**src/rtl/imm_pack.sv**
```systemverilog
// imm_pack: packs a 64-bit immediate into a LEGv8 instruction template.
// It flags immediates that do not survive re-extension and counts delivered
// errored words (saturating). Two-stage valid/ready pipeline:
//   S1 = captured inputs, S2 = packed result.
module imm_pack #(
  parameter int CNT_W = 8
) (
  input  logic             clk,
  input  logic             reset,
  input  logic             in_valid,
  output logic             in_ready,
  input  logic [63:0]      imm,
  input  logic [1:0]       ext,
  input  logic [31:0]      base,
  output logic             out_valid,
  input  logic             out_ready,
  output logic [31:0]      instr,
  output logic             range_err,
  output logic [CNT_W-1:0] err_count
);

  logic        s1_valid;
  logic [63:0] s1_imm;
  logic [1:0]  s1_ext;
  logic [31:0] s1_base;

  logic        s2_load;
  logic        s1_accept;

  logic [31:0] pack_mask;
  logic [31:0] pack_field;
  logic [63:0] pack_back;
  logic [31:0] pack_instr;
  logic        pack_err;

  // S2 takes a new word (or a bubble) whenever it is empty or being drained.
  assign s2_load   = !out_valid || out_ready;
  assign in_ready  = !s1_valid || s2_load;
  assign s1_accept = in_valid && in_ready;

  // Field placement and round-trip re-extension for the selected format.
  always_comb begin
    pack_mask  = 32'h0000_0000;
    pack_field = 32'h0000_0000;
    pack_back  = 64'h0;
    case (s1_ext)
      2'b00: begin
        pack_mask  = 32'h001F_F000;
        pack_field = {11'b0, s1_imm[8:0], 12'b0};
        pack_back  = {{55{s1_imm[8]}}, s1_imm[8:0]};
      end
      2'b01: begin
        pack_mask  = 32'h003F_FC00;
        pack_field = {10'b0, s1_imm[11:0], 10'b0};
        pack_back  = {52'b0, s1_imm[11:0]};
      end
      2'b10: begin
        pack_mask  = 32'h03FF_FFFF;
        pack_field = {6'b0, s1_imm[25:0]};
        pack_back  = {{38{s1_imm[25]}}, s1_imm[25:0]};
      end
      default: begin
        pack_mask  = 32'h00FF_FFE0;
        pack_field = {8'b0, s1_imm[18:0], 5'b0};
        pack_back  = {{45{s1_imm[18]}}, s1_imm[18:0]};
      end
    endcase
    pack_instr = (s1_base & ~pack_mask) | pack_field;
    pack_err   = (pack_back != s1_imm);
  end

  // S1: capture the upstream word on accept; empties when its word moves on.
  always_ff @(posedge clk or negedge reset) begin
    if (!reset) begin
      s1_valid <= 1'b0;
      s1_imm   <= 64'h0;
      s1_ext   <= 2'b00;
      s1_base  <= 32'h0;
    end else begin
      if (in_ready) s1_valid <= in_valid;
      if (s1_accept) begin
        s1_imm  <= imm;
        s1_ext  <= ext;
        s1_base <= base;
      end
    end
  end

  // S2: register the packed word; holds steady while downstream stalls.
  always_ff @(posedge clk or negedge reset) begin
    if (!reset) begin
      out_valid <= 1'b0;
      instr     <= 32'h0;
      range_err <= 1'b0;
    end else if (s2_load) begin
      out_valid <= s1_valid;
      if (s1_valid) begin
        instr     <= pack_instr;
        range_err <= pack_err;
      end
    end
  end

  // Saturating count of errored words actually handed downstream.
  always_ff @(posedge clk or negedge reset) begin
    if (!reset) begin
      err_count <= '0;
    end else if (out_valid && out_ready && range_err && (err_count != '1)) begin
      err_count <= err_count + CNT_W'(1);
    end
  end

endmodule

```
**config.mk**
```make
export PLATFORM = sky130hd
export DESIGN_NAME = imm_pack
export DESIGN_NICKNAME = d
export VERILOG_FILES = /design/src/rtl/imm_pack.sv
export SDC_FILE = /design/constraint.sdc
export NUM_CORES = 1
export LEC_CHECK = 0
export ABC_AREA = 1
export BUFFER_PORTS_ARGS = -buffer_cell sky130_fd_sc_hd__buf_2
export CAP_MARGIN = 20
export CORE_MARGIN = 3
export CORE_UTILIZATION = 49
export DETAILED_ROUTE_END_ITERATION = 10
export PLACE_DENSITY_LB_ADDON = 0.1
export SETUP_SLACK_MARGIN = 0.5
export SLEW_MARGIN = 40
export SYNTH_ARGS = -nofsm -noshare
export SYNTH_HDL_FRONTEND = slang
export SYNTH_SLANG_ARGS = --single-unit
```
**constraint.sdc**
```tcl
create_clock -name clk -period 1.6 [get_ports clk]
set_input_delay 0.08 -clock clk [delete_from_list [all_inputs] [get_ports clk]]
set_output_delay 0.08 -clock clk [all_outputs]
set_load 0.01 [all_outputs]
```
# After elaboration in Yosys (flattened, before gate mapping)
# Index checks and enable logic that the tools add are counted.
# Widths: inputs -> output; s select.
# word_totals
register_bits	141
in_bits	102
output_inout_bits	43
wordCells	29
# classes
add_sub_neg	1
n_eq_ne	4
muxes	3
bitwise_logic	3
reduce_logical	10
# op_table
operator	count
$pmux 64 s3	1
$pmux 26 s3	2
$ne 64x64->1	1
$and 32x32->32	1
$not 32->32	1
$or 32x32->32	1
$add 8x1->8 const B	1
$ne 8x8->1 const B	1
$logic_and 1x1->1	4
$eq 2x1->1 const B	1
$eq 2x2->1 const B	1
$logic_not 1->1	2
$logic_not 2->1	1
$logic_or 1x1->1	2
$reduce_and 2->1	1

# Depth between registers and ports, before layout
# Gate-level depths: netlist of the first run.
# logic_depth
ltp_word	5
ltp_mapped	12
depth_no_buf	11

# Worst setup path after synthesis of the first run
# No wires, ideal clock.
# synth_timing
path_kind	register to register
startpoint	register out_valid
endpoint	register s1_base[0]
setup_time_ps	125
arrival_ps	1343
required_ps	1475
setup_slack_ps	133
stages_incl_launch_ff	5
path_buffers	1
synth_period_minus_slack_ps	1467
cell_sequence	dfrtp_1 -> nand3_1 -> nand2_1 -> buf_2 -> mux2_2
# synth_between
elab_chain_cells	4
# synth_lines
element	line	text
start: declaration	15	output logic out_valid,
start signal: assignment	96	out_valid <= s1_valid;
$logic_not 1->1	37	assign s2_load = !out_valid || out_ready;
$logic_or 1x1->1	37	
$logic_or 1x1->1	38	assign in_ready = !s1_valid || s2_load;
net in_ready	11	output logic in_ready,
$logic_and 1x1->1	39	assign s1_accept = in_valid && in_ready;
end signal: assignment	84	s1_base <= base;
end: declaration	25	logic [31:0] s1_base;
# The timed path passes the listed nets, and every way through them passes these cells.
# A chain may end at the register's enable or synchronous reset.

# Final worst setup path of the first run
# layout_timing
startpoint	register out_valid
endpoint	register instr[1]
# layout_between
elab_chain_cells	3
# layout_lines
element	line	text
$logic_not 1->1	37	
$logic_or 1x1->1	37	
$reduce_and 2->1 (no source line)	-	
end signal: assignment	98	instr <= pack_instr;
end: declaration	17	output logic [31:0] instr,
# No other way between the ends.

==> qor.yml, run 1 <==
yosys:
  synth_commonest_cells: "132 x dfrtp_1, 125 x nand2_1, 95 x nor2_1"
  yosysTopAreaCell: "dfrtp_1"
  yosysTopAreaCellShare_pct: 55.6
  synth_area_um2: 5940
  synth-seq-cells: 132
  yosysSeqAreaShare_pct: 55.6
  synth_async_sr_flop_share_pct: 100
  synthFlopType: "dfrtp_1"
  synth_cells: 634
  synth_most_common_cell: "dfrtp_1"
  syn-num-nets: 737
  synth_area_leaders: "dfrtp_1 56%, mux2_2 10%, nand2_1 7.9%"
  avgSynthCellArea_um2: 9.36
  yosysUniqueCellTypes: 31
  synth-edff-count: 0
  yosysWarnings: 0
global_routing:
  grt_pass1_wl_um: 33100
  grt_max_degree: 67
  grt-ovfl-total: 0
  grt_usage_pct: 32.6
  grt_antenna_before_repair: 2
  grt_pass1_vias: 6408
detailed_routing:
  via_per_inst: 6.07
  ant_nets: 0
  routed_wl_um: 27400
  first_pass_iters: 9
  num_vias: 6754
  drc: 0
  drt-wirelength-per-cell_um: 24.6
  initialDrtViolationCount: 824
critical_path:
  r2r_slack_ns: -0.28
  endpoint_kind: "flop"
  worstPathMaxFanout: 5
  cp.required_ns: 1.86
  crit_type: "flop to flop"
  worstPathArrival_ns: 2.15
  start_kind: "flop"
floorplanning:
  initial_core_util_pct: 51.1
  io_pins: 145
  die_w_um: 116
  dieArea_um2: 13500
  core-area_um2: 11600
  dieHeight_um: 116
  std_cell_rows: 39
power:
  p_seq_share_pct: 34.8
  powerDensity_nw_per_um2: 1310
  power.total_uw: 14100
  switching_share_pct: 35.0
  switching_power_uw: 4930
  comb_power_share_pct: 35.0
  peakVddDrop_mv: 0.826
  cell_internal_pwr_uw: 9170
  clockPowerShare_pct: 30.2
  p_leak_uw: 0.00519
placement:
  pre_cts_ws_ns: 0.0493
  gp_congestion: 0.906
  dpl.hpwl_um: 10900
  place_inst: 914
  io_buffers: 135
  detailed_place.area_um2: 7260
finish:
  num_antenna_cells: 0
  drive_gt1_share_pct: 49.8
  final_cells: 1112
  num-nets-final: 1059
  fill_cells: 371
  area_growth_pct: 81.7
  final_area_um2: 10800
clock_tree:
  clk_pin_slew_worst_paths_ns: 0.07
  htree_levels: 4
  clock-sinks: 132
  cts_tree: "built"
  clk_latency_ns: 0.43
  clockBufferDepth: 2
  cts_buffers: 17
  clockRootBuffer: "clkbuf_16"
timing:
  hold_viol_final: 0
  rsz0062_at_grt: "true"
  finalClockSkew_ns: 0.0124
  max_freq_ghz: 0.531
  drv_slew: 0
  finalSetupViolCount: 5
  worst_pin_slew_ns: 0.641
  relSlewSlack_pct: 57.0
  min_period_over_period_pct: 118
  min_period_ns: 1.88
  whs_ns: 0.0114
  worst_slack_ns: -0.285
status:
  violations: "negative setup slack"
  status: "complete, but fails checks"
job:
  maxCapViolCount: 0
worst_hold_path:
  hp-class: "primary input to async pin"
## timing repair
| item | in CTS | in global routing |
|---|---|---|
| hold buffers | 90 | 0 |
| endpoints found under the hold margin | 221 | 0 |
| gates resized for setup | 140 | 137 |
| cloned | 17 | 3 |
| setup buffers | 35 | 21 |
| setup endpoints to repair | 134 | 139 |
| pin swaps | 20 | 34 |
## sequential cells by signal, indices dropped and copies added, names as in the netlist
register,count
s1_imm,64
s1_valid,1
s1_ext,2
err_count,8
range_err,1
s1_base,23
out_valid,1
instr,32
## metrics by stage
step | utilization [%] | setup TNS, ns
6_report | 92.9 | -0.504
2_1_floorplan | - | 0
5_1_grt | 92.9 | -0.891
3_3_place_gp | 62.5 | 0
4_1_cts | 85.9 | 0
3_5_place_dp | 62.5 | 0
## kinds of logic (layout without fill, tap and decap cells)
group | Yosys count | in the layout | share of synthesized area (%)
AND/OR/NAND/NOR | 248 | 249 | 16.9
buffers and inverters | 79 | 413 | 5.67
AO/OA/AOI/OAI | 113 | 113 | 10.2
flip-flops | 132 | 132 | 55.6
XOR/XNOR | 6 | 6 | 0.885
adder cells (fa/ha/maj) | 1 | 1 | 0.211
multiplexers | 55 | 55 | 10.4
## power by group through the flow
| stage | registers, uW | clock network [uW] | logic (uW) |
|---|---|---|---|
| after floorplan | 4710 | 0 | 1700 |
| after global routing | 4940 | 4400 | 5170 |
| after detailed placement | 4670 | 0 | 2800 |
| after CTS | 4630 | 4140 | 3780 |
| final | 4900 | 4260 | 4940 |
| after global placement | 4630 | 0 | 2730 |
## worst paths after layout
kind,from,to,depth (start not counted)
max in group asynchronous,reset,out_valid$_DFFE_PN0P_,3
min,reset,instr[14]$_DFFE_PN0P_,2
min reg2reg,instr[24]$_DFFE_PN0P_,instr[24]$_DFFE_PN0P_,2
max reg2reg,out_valid$_DFFE_PN0P_,instr[1]$_DFFE_PN0P_,7
min in group clk,out_ready,out_valid$_DFFE_PN0P_,4
max,out_valid$_DFFE_PN0P_,instr[1]$_DFFE_PN0P_,7
## final cells by class
type / count / area (um2) / share of cell area, %
multi-input cells: 424 / 3360 / 31.2
flip-flops and latches: 132 / 3310 / 30.7
repair buffers: 327 / 3080 / 28.5
clock buffers: 24 / 512 / 4.75
inverters: 54 / 221 / 2.05
well taps: 143 / 179 / 1.66
clock inverters: 8 / 120 / 1.11
## placed cells by master (no fill, tap or decap), drive strengths merged
cell | netlist | routed
a21oi | 61 | 61
a221oi | 3 | 3
a31oi | 4 | 4
a41oi | 1 | 1
buf | 21 | 233
bufbuf | 0 | 1
bufinv | 0 | 3
clkbuf | 4 | 27
clkinv | 1 | 4
clkinvlp | 0 | 2
dfrtp | 132 | 132
dlygate4sd3 | 0 | 90
ha | 1 | 1
inv | 53 | 53
mux2 | 55 | 55
nand2 | 128 | 129
nand3 | 19 | 19
nand4 | 3 | 3
nor2 | 97 | 97
nor3 | 1 | 1
o21ai | 31 | 31
o221ai | 2 | 2
o22ai | 11 | 11
xnor2 | 2 | 2
xor2 | 4 | 4
## worst max-delay path, stage by stage, from the launching register on
cell and delay [ns]:
dfrtp_2 0.42, buf_6 0.13, a21oi_4 0.19, buf_6 0.15
buf_6 0.11, buf_6 0.14, o21ai_2 0.07, o21ai_1 0.51
## metal layers
metal  wire (um)  global-route usage [%]
met5          15                       0
met4        1830                    15.1
met3        2460                    6.95
met2       13800                    58.5
met1        9280                    37.2
(Power assumes the default switching activity.)
==> run 2: changes to the inputs <==
clock period = 2.2 ns   (was 1.6 ns; I/O delays follow)
==> run 2 against run 1 <==
The run now ends clean; critical path depth is the same; non-clock buffer count is 79 lower; combinational power fell by 60%; die area stayed put; wire length decreased by 42%; critical path type is now primary input to flop; utilization decreased by 21 points; critical endpoint is now s1_imm[46]$_DFFE_PN0P_; worst hold slack better by 0.026 ns.
==> qor.yml, run 2 (synthesized netlist as in run 1, its figures left out) <==
status:
  status: "finished, final reports clean"
timing:
  min_period_ns: 1.57
  drv_slew: 0  # unchanged
  min_period_over_period_pct: 71.4
  finalClockSkew_ns: 0.00647  # -0.00590 ns
  hold_viol_final: 0  # unchanged
  rsz0062_at_grt: "false"
  worst_slack_ns: 0.629  # +0.914 ns
  worst_pin_slew_ns: 0.617  # -0.0233 ns
  fin_tns_setup_ns: 0  # +0.504 ns
  finalSetupViolCount: 0  # -5
  relSlewSlack_pct: 58.8  # +1.8 points
  max_freq_ghz: 0.637
power:
  cell_internal_pwr_uw: 5490  # -40%
  switching_share_pct: 30.5  # -4.5 points
  powerDensity_nw_per_um2: 944  # -28%
  clockPowerShare_pct: 32.9  # +2.7 points
  p_leak_uw: 0.00408  # -21%
  switching_power_uw: 2410  # -51%
  comb_power_share_pct: 25.0  # -10 points
  peakVddDrop_mv: 0.553  # -33%
  p_seq_share_pct: 42.1  # +7.3 points
critical_path:
  crit_chain: "dlygate4sd3_1 -> buf_2 -> inv_1 -> nand3_1 -> nand2_4 -> buf_12 -> mux2_2"
  crit_family: "buffers and inverters"
  path_buf_inv: 4  # unchanged
  worstReg2RegEnd: "s1_imm[46]$_DFFE_PN0P_"
  start_kind: "primary input"
  reg2regPathDepth: 4  # -3
  r2r_start: "out_valid$_DFFE_PN0P_"
  worstPathMaxFanout: 38  # +33
  endpoint_kind: "flop"
  r2r_slack_ns: 0.64  # +0.92 ns
  worstPathArrival_ns: 1.87  # -0.28 ns
  cp.required_ns: 2.50  # +0.64 ns
  cp_slowest_stage_delay_ns: 0.53  # +0.02 ns
  cpMaxStageDelayCell: "dlygate4sd3_1"
  crit_type: "primary input to flop"
detailed_routing:
  num_vias: 5287  # -22%
  first_pass_iters: 5  # -4
  ant_nets: 0  # unchanged
  via_per_inst: 5.13  # -16%
  routed_wl_um: 15800  # -42%
  drt-wirelength-per-cell_um: 15.3  # -38%
  drc: 0  # unchanged
  initialDrtViolationCount: 372  # -55%
global_routing:
  grt_max_degree: 68  # +1.5%
  grt_pass1_vias: 5283  # -18%
  grt_pass1_wl_um: 25500  # -23%
  grt-ovfl-total: 0  # unchanged
  grt_antenna_before_repair: 0  # -2
  grt_usage_pct: 24.7  # -7.9 points
floorplanning:
  std_cell_rows: 39  # unchanged
  dieHeight_um: 116  # unchanged
  io_pins: 145  # unchanged
  core-area_um2: 11600  # unchanged
  dieArea_um2: 13500  # unchanged
  initial_core_util_pct: 51.1  # unchanged
  die_w_um: 116  # unchanged
clock_tree:
  cts_tree: "built"
  clk_latency_ns: 0.41  # -0.02 ns
  cts_buffers: 17  # unchanged
  clock-sinks: 132  # unchanged
  htree_levels: 4  # unchanged
  clockBufferDepth: 2  # unchanged
  clk_pin_slew_worst_paths_ns: 0.06  # about the same
  clockRootBuffer: "clkbuf_16"
worst_hold_path:
  hold_start: "in_valid"
  holdPathEnd: "s1_valid$_DFFE_PN0N_"
  hp-class: "primary input to flop"
  hold_path_depth: 3
finish:
  drive_gt1_share_pct: 28.4  # -21 points
  utilization_pct: 72.1  # -21 points
  largest_reg_flops: 64  # unchanged
  area_growth_pct: 41.0
  num_antenna_cells: 0  # unchanged
  largest_register: "s1_imm"
  final_cell_mix: "134 x buf_2, 130 x dfrtp_1, 124 x nand2_1"
  reg_top3: "s1_imm x64, instr x32, s1_base x23"
  final_common_cell: "buf_2"
  num-nets-final: 979  # -7.6%
job:
  maxCapViolCount: 0  # unchanged
placement:
  dpl.hpwl_um: 10100  # -7.9%
  gp_congestion: 0.880  # -2.8%
  io_buffers: 135  # unchanged
  pre_cts_ws_ns: 0.483  # +0.434 ns
==> run 2: metal layers <==
metal | track usage, % | part of all wire (%)
met1 | 30.6 | 42
met2 | 41.5 | 50
met3 | 6.37 | 5.7
met4 | 9.90 | 2.2
met5 | 0 | 0
==> run 2: what timing repair did <==
item,CTS,global route
hold buffers,91,0
setup endpoints to repair,1,19
buffers inserted,2,9
hold endpoints to repair,155,0
gates resized for setup,1,6
pin swaps,1,2
==> run 2: final cells by class <==
| type | instances | area (um2) |
|---|---|---|
| clock buffers | 26 | 489 |
| clock inverters | 5 | 50.0 |
| fillers | 898 | 3250 |
| inverters | 54 | 208 |
| multi-input cells | 423 | 2310 |
| flip-flops and latches | 132 | 3310 |
| well taps | 143 | 179 |
| repair buffers | 248 | 1820 |
==> run 2: per-stage QoR <==
step	cell area [um2]	hold WS (ns)	total power, uW	cells
after floorplan	5940	-0.186	4400	634
after global placement	6810	0.152	5080	898
after detailed placement	6810	0.158	5150	898
after CTS	8280	0.105	7900	1022
after global routing	8370	0.0372	8400	1031
final	8370	0.0371	7900	1031
==> run 2: worst min-delay path: cells and delay by family <==
family | cells | cell delay, ns
buffers and inverters | 1 | 0.11
AND/OR/NAND/NOR | 2 | 0.20
==> run 2: how the worst max path moves through the flow <==
stage                          endpoint  depth (start not counted)  slack (ns)                     start
3_5_place_dp      range_err$_DFFE_PN0P_                         11        0.48     s1_ext[0]$_DFFE_PN0P_
3_3_place_gp      range_err$_DFFE_PN0P_                          9        0.48     s1_ext[1]$_DFFE_PN0P_
4_1_cts          s1_imm[48]$_DFFE_PN0P_                          7        0.56                 out_ready
2_1_floorplan    s1_base[0]$_DFFE_PN0P_                          4        0.73     out_valid$_DFFE_PN0P_
5_1_grt        err_count[7]$_DFFE_PN0P_                          8        0.49  err_count[1]$_DFFE_PN0P_
6_report         s1_imm[46]$_DFFE_PN0P_                          7        0.63                 out_ready
==> run 2: power groups by stage <==
stage               combinational [uW]  clock (uW)  sequential, uW
floorplan                          994           0            3410
global placement                  1750           0            3330
detailed placement                1790           0            3360
CTS                               1940        2640            3320
global route                      2230        2770            3390
finish                            1980        2600            3320
